===== src/rtl/modulo_controle_disparo.sv =====
// Shot controller for the 5x7 LED-matrix naval game: button debounce, shot classification, score state.
// Optional shot limit enabled by defining LIMITE_TIROS_EN.
module modulo_controle_disparo #(
  parameter int unsigned DEBOUNCE_CYCLES = 500000,
  parameter int unsigned MAX_TIROS       = 20
) (
  input  logic        clk,
  input  logic        clr,
  input  logic        button_clk,
  input  logic [5:0]  hh2,
  input  logic [34:0] m_po,
  output logic [34:0] m_shot,
  output logic [34:0] m_hit,
  output logic [3:0]  status,
  output logic [5:0]  tiros,
  output logic [5:0]  acertos,
  output logic        fim_jogo
);

  localparam int unsigned     CW         = $clog2(DEBOUNCE_CYCLES + 1);
  localparam logic [CW-1:0]   LP_DB_LAST = CW'(DEBOUNCE_CYCLES - 1);
`ifdef LIMITE_TIROS_EN
  localparam bit              LP_LIMIT_EN = 1'b1;
`else
  localparam bit              LP_LIMIT_EN = 1'b0;
`endif

  localparam logic [3:0] ST_READY   = 4'd0;
  localparam logic [3:0] ST_HIT     = 4'd1;
  localparam logic [3:0] ST_MISS    = 4'd2;
  localparam logic [3:0] ST_REPEAT  = 4'd3;
  localparam logic [3:0] ST_INVALID = 4'd4;
  localparam logic [3:0] ST_VICTORY = 4'd5;
  localparam logic [3:0] ST_OVER    = 4'd6;

  typedef enum logic [1:0] {S_IDLE, S_CHECK, S_UPDATE, S_END} state_t;
  typedef enum logic [1:0] {C_INVALID, C_REPEAT, C_HIT, C_MISS} class_t;

  state_t          r_state, w_next_state;
  class_t          r_class, w_class;
  logic            r_sync1, r_sync2, r_db_level, r_db_prev;
  logic [CW-1:0]   r_db_cnt;
  logic [5:0]      r_coord;
  logic [34:0]     r_mask, w_mask;
  logic [34:0]     r_m_shot, r_m_hit, w_hit_new;
  logic [5:0]      r_tiros, r_acertos, w_tiros_new, w_acertos_new, w_idx;
  logic [3:0]      r_status, w_status_upd;
  logic [2:0]      w_row, w_col;
  logic            w_press, w_valid, w_is_shot, w_victory, w_limit, w_go_end;

  // NOTE: sequential state uses non-blocking assignments so every register samples pre-edge values.
  always_ff @(posedge clk) begin
    if (clr) begin
      r_sync1    <= 1'b1;
      r_sync2    <= 1'b1;
      r_db_level <= 1'b1;
      r_db_prev  <= 1'b1;
      r_db_cnt   <= '0;
    end else begin
      r_sync1   <= button_clk;
      r_sync2   <= r_sync1;
      r_db_prev <= r_db_level;
      if (r_sync2 == r_db_level) begin
        r_db_cnt <= '0;
      end else if (r_db_cnt == LP_DB_LAST) begin
        r_db_level <= r_sync2;
        r_db_cnt   <= '0;
      end else begin
        r_db_cnt <= r_db_cnt + CW'(1);
      end
    end
  end

  // Button is active-low: only the debounced falling edge fires a shot.
  assign w_press = r_db_prev & ~r_db_level;

  // NOTE: every always_comb output gets a default first so no path leaves a latch behind.
  always_comb begin
    w_row   = r_coord[5:3];
    w_col   = r_coord[2:0];
    w_valid = (w_row <= 3'd6) && (w_col <= 3'd4);
    w_idx   = 6'(w_row) * 6'd5 + 6'(w_col);
    w_mask  = w_valid ? (35'd1 << (6'd34 - w_idx)) : '0;
    w_class = C_MISS;
    if (!w_valid)                  w_class = C_INVALID;
    else if (|(r_m_shot & w_mask)) w_class = C_REPEAT;
    else if (|(m_po & w_mask))     w_class = C_HIT;
  end

  always_comb begin
    w_is_shot     = (r_class == C_HIT) || (r_class == C_MISS);
    w_hit_new     = (r_class == C_HIT) ? (r_m_hit | r_mask) : r_m_hit;
    w_tiros_new   = (r_tiros == 6'd63) ? r_tiros : r_tiros + 6'd1;
    w_acertos_new = (r_acertos == 6'd63) ? r_acertos : r_acertos + 6'd1;
    w_victory     = w_is_shot && (m_po != '0) && ((m_po & ~w_hit_new) == '0);
    w_limit       = LP_LIMIT_EN && w_is_shot && !w_victory && (w_tiros_new == 6'(MAX_TIROS));
    w_go_end      = w_victory || w_limit;
    unique case (r_class)
      C_INVALID: w_status_upd = ST_INVALID;
      C_REPEAT:  w_status_upd = ST_REPEAT;
      C_HIT:     w_status_upd = ST_HIT;
      default:   w_status_upd = ST_MISS;
    endcase
    if (w_victory)    w_status_upd = ST_VICTORY;
    else if (w_limit) w_status_upd = ST_OVER;
  end

  always_ff @(posedge clk) begin
    if (clr) r_state <= S_IDLE;
    else     r_state <= w_next_state;
  end

  always_comb begin
    w_next_state = r_state;
    unique case (r_state)
      S_IDLE:   if (w_press) w_next_state = S_CHECK;
      S_CHECK:  w_next_state = S_UPDATE;
      S_UPDATE: w_next_state = w_go_end ? S_END : S_IDLE;
      default:  w_next_state = S_END;
    endcase
  end

  always_ff @(posedge clk) begin
    if (clr) begin
      r_coord   <= '0;
      r_class   <= C_INVALID;
      r_mask    <= '0;
      r_m_shot  <= '0;
      r_m_hit   <= '0;
      r_tiros   <= '0;
      r_acertos <= '0;
      r_status  <= ST_READY;
    end else begin
      unique case (r_state)
        S_IDLE: if (w_press) r_coord <= hh2;
        S_CHECK: begin
          r_class <= w_class;
          r_mask  <= w_mask;
        end
        S_UPDATE: begin
          r_status <= w_status_upd;
          if (w_is_shot) begin
            r_m_shot <= r_m_shot | r_mask;
            r_m_hit  <= w_hit_new;
            r_tiros  <= w_tiros_new;
            if (r_class == C_HIT) r_acertos <= w_acertos_new;
          end
        end
        default: ;
      endcase
    end
  end

  assign m_shot   = r_m_shot;
  assign m_hit    = r_m_hit;
  assign status   = r_status;
  assign tiros    = r_tiros;
  assign acertos  = r_acertos;
  assign fim_jogo = (r_state == S_END);

endmodule


===== config.mk =====
export PLATFORM = sky130hd
export DESIGN_NAME = modulo_controle_disparo
export DESIGN_NICKNAME = d
export VERILOG_FILES = /design/src/rtl/modulo_controle_disparo.sv
export SDC_FILE = /design/constraint.sdc
export NUM_CORES = 1
export LEC_CHECK = 0
export BUFFER_PORTS_ARGS = -buffer_cell sky130_fd_sc_hd__clkbuf_2
export CORE_ASPECT_RATIO = 0.9
export CORE_MARGIN = 2
export CORE_UTILIZATION = 46
export DETAILED_ROUTE_END_ITERATION = 12
export PLACE_DENSITY = 0.74
export SKIP_CTS_REPAIR_TIMING = 1
export SLEW_MARGIN = 15
export SYNTH_ARGS = -nofsm -noshare
export SYNTH_HDL_FRONTEND = slang
export SYNTH_SLANG_ARGS = --single-unit

===== constraint.sdc =====
create_clock -name clk -period 3.8 [get_ports clk]
set_clock_uncertainty 0.05 [all_clocks]
set_input_delay 0.57 -clock clk [delete_from_list [all_inputs] [get_ports clk]]
set_output_delay 0.57 -clock clk [all_outputs]
set_load 0.01 [all_outputs]

==> out/qor.csv, run 1 <==
metric,value,unit
largest fanout on the critical path,13,
"most common cell after layout, fill and taps aside",nor2_1,
post-DP HPWL,16700,um
Cells after Synth,843,
DP Cell Count,1148,
num ports,131,
final setup fails,0,
hold path endpoint,r_sync1,
Final nets,1030,
Final WS setup,0.177,ns
worst r2r path cells,13,
"Req. time, crit path",4.10,ns
CTS Buf Count,17,
Worst setup SP type,register,
R2R Setup Slk,0.18,ns
syn_area_per_cell,8.31,um2
Chip Height,121,um
hold path depth,2,
Final Hold Vio Count,0,
"slowest stage delay, CP",0.67,ns
area used by multi-input combinational logic,3650,um2
Netlist cell types,65,
WP depth,13,
most frequent cells in the layout,"nor2_1 (168), dfxtp_1 (153), clkbuf_2 (128)",
"CTS clk-pin slew, worst paths",0.06,ns
Tcrit/Tclk final,0.954,
clk_lat worst skew,0.42,ns
Place WS,0.122,ns
vias in the first global route,6243,
Final Max Tran Viols,0,
routed vias,6760,
Power Dens Cells,413,nW/um2
Worst setup EP type,register,
Reg-to-Reg End,r_class[1],
final RePlAce weighted congestion,1.03,
CP max stage cell,fa_2,
Pre-antenna DRT Iters,7,
synth warn,0,
Leak,3.29,nW
number of flops mapped to enable cells by yosys,0,
width of the die,134,um
Fill cells,1371,
Core Region,14800,um2
Routed WL,22600,um
Port Buf Inserts,129,
syn_nets,904,
cells along the critical path,ha_1 -> ha_1 -> inv_1 -> ha_1 -> inv_1 -> fa_2 -> buf_4 -> nor2_1 -> o2bb2ai_1 -> a2111oi_2 -> a21oi_1 -> or4_1 -> a21oi_1,
global-route wire length before repair,34800,um
Avg Vias per Cell,5.73,
Finished Layout Cells,1180,
relative slew slack,0.362,
CP Class,reg2reg,
GRT overflow,0,
die area,16200,um2
worst slew pin tran,0.955,ns
First DRT Iteration DRCs,729,
CTS tree,done,
initial cell density of the core,0.473,
layout cells sized above 1,0.216,
clock sinks,153,
Routed WL per cell,19.2,um
initial antenna violation count,0,
Yosys reg bits,153,
Max VDD drop,332,uV
Final min period,3.62,ns
most frequent CP cell,ha_1,
hold slack,0.287,ns
synthesized area,7010,um2
Buf/Inv on CP,3,
Bufs on Longest Clock Path,2,
fmax,276,MHz
end-of-flow core utilization,0.577,
FF-to-FF Start,r_coord[2],
max_cap viols,0,
register cell area after layout,3060,um2
CTS Root Cell,clkbuf_16,
Max H-tree Level,4,
RSZ-0062 raised after global routing,false,
site row count,42,
worst hold start,button_clk,
largest net degree at the start of global routing,60,
setup_tns,0,ns
DRT antenna net count,0,
Critical Path AT,3.93,ns
HP Class,in2reg,
fraction of registers with async set/reset,0,
"Top FF cell, synth",dfxtp_1,
drc violations,0,
number of diodes,0,
P&R area growth vs syn,22.0,%
total track usage,0.280,
register area share after synthesis,0.437,
"CP delay by family, top",adder cells,
outcome,"complete, no violations",
## per-stage QoR
stage,area (um2),power (W)
finish,8550,0.00353
global route,8550,0.00362
global placement,7910,0.00174
detailed placement,7910,0.00174
floorplan,7010,0.00169
CTS,8550,0.00354
## area by class of cell
class                   count  share of cell area
flip-flops and latches    153               0.358
clock inverters            15              0.0249
repair buffers            158               0.101
inverters                  23              0.0101
multi-input cells         616               0.427
clock buffers              17              0.0498
well taps                 198              0.0290
## where the power goes
| group | switching [W] | internal [W] |
|---|---|---|
| sequential | 0.000000686 | 0.00160 |
| combinational | 0.0000692 | 0.0000335 |
| clock | 0.000710 | 0.00111 |
| total | 0.000780 | 0.00275 |
## cells by family after synthesis
family	share of synthesized area
flip-flops	0.437
adder cells (fa/ha/maj)	0.0325
multiplexers	0.0287
other	0.000535
AND/OR/NAND/NOR	0.257
AO/OA/AOI/OAI	0.162
XOR/XNOR	0.0386
buffers and inverters	0.0439
## worst max path at each step
stage / from / endpoint / slack [ns]
global placement: r_coord[2] / r_class[1] / 0.16
CTS: r_coord[2] / r_class[1] / 0.11
global route: r_coord[2] / r_class[1] / 0.0006
detailed placement: r_coord[2] / r_class[1] / 0.12
floorplan: r_coord[2] / r_class[1] / 0.45
finish: r_coord[2] / r_class[1] / 0.18
## synthesized netlist by cell type, types with 2 or more instances
cell type  instances  share of area
nand3_1           24          0.017
or2_2              3         0.0027
or4_1              3         0.0032
and2_1             3         0.0027
a31oi_1            2         0.0018
dfxtp_1          153           0.44
xor2_1            17          0.021
fa_1               2         0.0057
nand2_1           66          0.035
o21a_1             3         0.0032
and3_1             5         0.0045
nor2_1           168          0.090
o211ai_1           3         0.0032
a41oi_1            2         0.0025
nor3_1             8         0.0057
buf_1              3         0.0016
a21oi_1           87          0.062
a22o_1             3         0.0037
mux2_2             5         0.0080
buf_2              9         0.0064
mux4_2             2         0.0064
o2bb2ai_1          3         0.0037
a21boi_0           2         0.0021
nor2b_1           16          0.014
nand3b_1          24          0.026
a32oi_1            7         0.0087
mux2i_1           10          0.014
or3_1              2         0.0018
o21ai_0           10         0.0071
nand2b_1           5         0.0045
nor4_1            10         0.0089
clkbuf_1          36          0.019
a211o_1            2         0.0025
a211oi_1           3         0.0032
o2111ai_1          2         0.0025
nand4_1           16          0.014
nor4bb_1           2         0.0029
and4b_1            3         0.0043
nor4b_1            5         0.0062
buf_6              2         0.0032
a22oi_1           38          0.041
and4_1             4         0.0050
ha_1              15          0.027
inv_1             23          0.012
xnor2_1           12          0.015
## registers in the layout (all words and copies together), names as in the netlist
name and flops:
status 3, r_db_prev 1, r_sync1 1, m_shot 35, r_coord 6, r_state 2, r_db_cnt 19, r_sync2 1
r_mask 35, r_class 2, r_db_level 1, tiros 6, m_hit 35, acertos 6
## routing by layer
metal	wire [um]	vias to the layer above	global-route usage
met5	0	-	0
met4	345	0	0.0816
met3	2400	25	0.0881
met2	9740	354	0.407
met1	10100	3171	0.399
li1	-	3210	-
Power figures use the tool's default switching activity.
==> run 2: changes to the inputs <==
--- a/config.mk
+++ b/config.mk
@@ -10,6 +10,7 @@
 export CORE_MARGIN = 2
 export CORE_UTILIZATION = 46
 export DETAILED_ROUTE_END_ITERATION = 12
+export MAX_ROUTING_LAYER = met4
 export PLACE_DENSITY = 0.74
 export SKIP_CTS_REPAIR_TIMING = 1
 export SLEW_MARGIN = 15
==> constraint.sdc (replaced) <==
create_clock -name clk -period 3.77 [get_ports clk]
set_clock_uncertainty 0.05 [all_clocks]
set_input_delay 0.5655 -clock clk [delete_from_list [all_inputs] [get_ports clk]]
set_output_delay 0.5655 -clock clk [all_outputs]
set_load 0.01 [all_outputs]
==> run 2 against run 1 <==
Against the previous run: global-route usage is 0.69 points higher; highest routed layer unchanged; combinational power hardly changed; largest power group unchanged; register-to-register slack worse by 0.04 ns; critical path type unchanged.
==> out/qor.csv, run 2 (synthesis results as in run 1) <==
metric,value,unit,change
outcome,"complete, no violations",,
Final Hold Vio Count,0,,unchanged
setup_tns,0,ns,unchanged
Critical Path AT,3.94,ns,about the same
final RePlAce weighted congestion,0.954,,-7.3%
Fill cells,1331,,-2.9%
CTS tree,done,,
Pre-antenna DRT Iters,5,,-2
CP max stage cell,or4_1,,
Max H-tree Level,4,,unchanged
met3 usage,0.0622,,-0.0259
clock sinks,153,,unchanged
Global Route met2 Usage,0.418,,+0.0106
hold slack,0.283,ns,-0.00327 ns
Pwr Total,0.00358,W,+1.4%
max_cap viols,0,,unchanged
worst slew pin tran,1.09,ns,+0.135 ns
Routed WL,22800,um,+0.67%
initial antenna violation count,1,,+1
hold path depth,2,,unchanged
Max VDD drop,320,uV,-3.7%
"slowest stage delay, CP",0.56,ns,-0.11 ns
"Req. time, crit path",4.08,ns,-0.02 ns
total track usage,0.287,,+0.00685
Final min period,3.64,ns,+0.0119 ns
GRT met1 Usage,0.407,,+0.00816
relative slew slack,0.271,,-0.0905
Final nets,1038,,+0.78%
Avg Vias per Cell,5.74,,+0.16%
Placed Area,7930,um2,+0.28%
routed vias,6811,,+0.75%
clk_lat worst skew,0.43,ns,about the same
CTS Root Cell,clkbuf_16,,
HP Class,in2reg,,
WP depth,14,,+1
register cell area after layout,3070,um2,+0.20%
"CP delay by family, top",adder cells,,
CTS Buf Count,17,,unchanged
site row count,42,,unchanged
post-route cell area,8700,um2,+1.7%
R2R Setup Slk,0.13,ns,-0.04 ns
die area,16200,um2,unchanged
initial cell density of the core,0.473,,unchanged
width of the die,134,um,unchanged
drc violations,0,,unchanged
"most common cell after layout, fill and taps aside",nor2_1,,
layout cells sized above 1,0.231,,+0.0149
largest net degree at the start of global routing,63,,+5.0%
Leak,3.33,nW,+1.2%
end-of-flow core utilization,0.587,,+0.00979
"CTS clk-pin slew, worst paths",0.06,ns,about the same
Buf/Inv on CP,3,,unchanged
num ports,131,,unchanged
worst r2r path cells,14,,+1
final setup fails,0,,unchanged
CP Class,reg2reg,,
P&R area growth vs syn,24.1,%,
Routed WL per cell,19.2,um,about the same
Worst setup EP type,register,,
Core Region,14800,um2,unchanged
Bufs on Longest Clock Path,2,,unchanged
Final Max Tran Viols,0,,unchanged
Worst setup SP type,register,,
post-DP HPWL,16600,um,-0.41%
Power Dens Cells,412,nW/um2,-0.25%
most frequent cells in the layout,"nor2_1 (168), dfxtp_1 (150), clkbuf_2 (128)",,
largest fanout on the critical path,6,,-7
grt peak-use layer,met2,,
First DRT Iteration DRCs,607,,-17%
Tcrit/Tclk final,0.964,,+0.0107
GRT overflow,0,,unchanged
global-route wire length before repair,34600,um,-0.59%
cells along the critical path,inv_2 -> ha_4 -> fa_2 -> ha_4 -> inv_2 -> fa_2 -> buf_6 -> nor4bb_1 -> o211ai_1 -> o21ai_1 -> a2111oi_2 -> a21oi_1 -> or4_1 -> a21oi_2,,
fmax,275,MHz,-0.33%
Port Buf Inserts,129,,unchanged
vias in the first global route,6174,,-1.1%
DRT antenna net count,0,,unchanged
area used by multi-input combinational logic,3720,um2,+1.9%
Chip Height,121,um,unchanged
[run 2: changes by cell type in the layout (fill, tap and decap cells not counted), moves of 2 or more]
cell,change
buf_4,+6
inv_6,-5
ha_1,-4
ha_4,+4
dfxtp_1,-3
buf_6,+2
dfxtp_2,+2
inv_1,-2
inv_2,+2
[run 2: path summary, 6_finish.rpt]
path	startpoint	endpoint
worst max-delay path	r_coord[3]	r_class[1]
worst min-delay path	button_clk	r_sync1
worst max register to register	r_coord[3]	r_class[1]
worst min register to register	r_sync1	r_sync2
[run 2: cell type report]
cell class / instances / share of cell area
Inverter: 23 / 0.00993
Tap cell: 198 / 0.0285
Sequential cell: 153 / 0.353
Clock buffer: 19 / 0.0509
Timing Repair Buffer: 166 / 0.107
Clock inverter: 11 / 0.0226
Antenna cell: 1 / 0.000288
Multi-Input combinational cell: 616 / 0.427
[run 2: stage by stage]
stage / cells / setup WS [ns]
floorplan: 843 / 0.424
global placement: 1151 / 0.0832
detailed placement: 1151 / 0.0473
CTS: 1181 / 0.0304
global route: 1187 / -0.00411
finish: 1187 / 0.135
[run 2: report_power, final]
group          internal, W  switching [W]  total [W]  leakage, nW
sequential         0.00162    0.000000724    0.00162         1.23
clock              0.00119       0.000674    0.00186        0.306
combinational    0.0000337      0.0000698   0.000104         1.79
total              0.00284       0.000745    0.00358         3.33
[run 2: routing by layer]
layer / up-vias / share of wire
met4: 0 / 0.012
met3: 17 / 0.084
met1: 3249 / 0.47
met2: 318 / 0.44
li1: 3227 / -
met5: - / 0
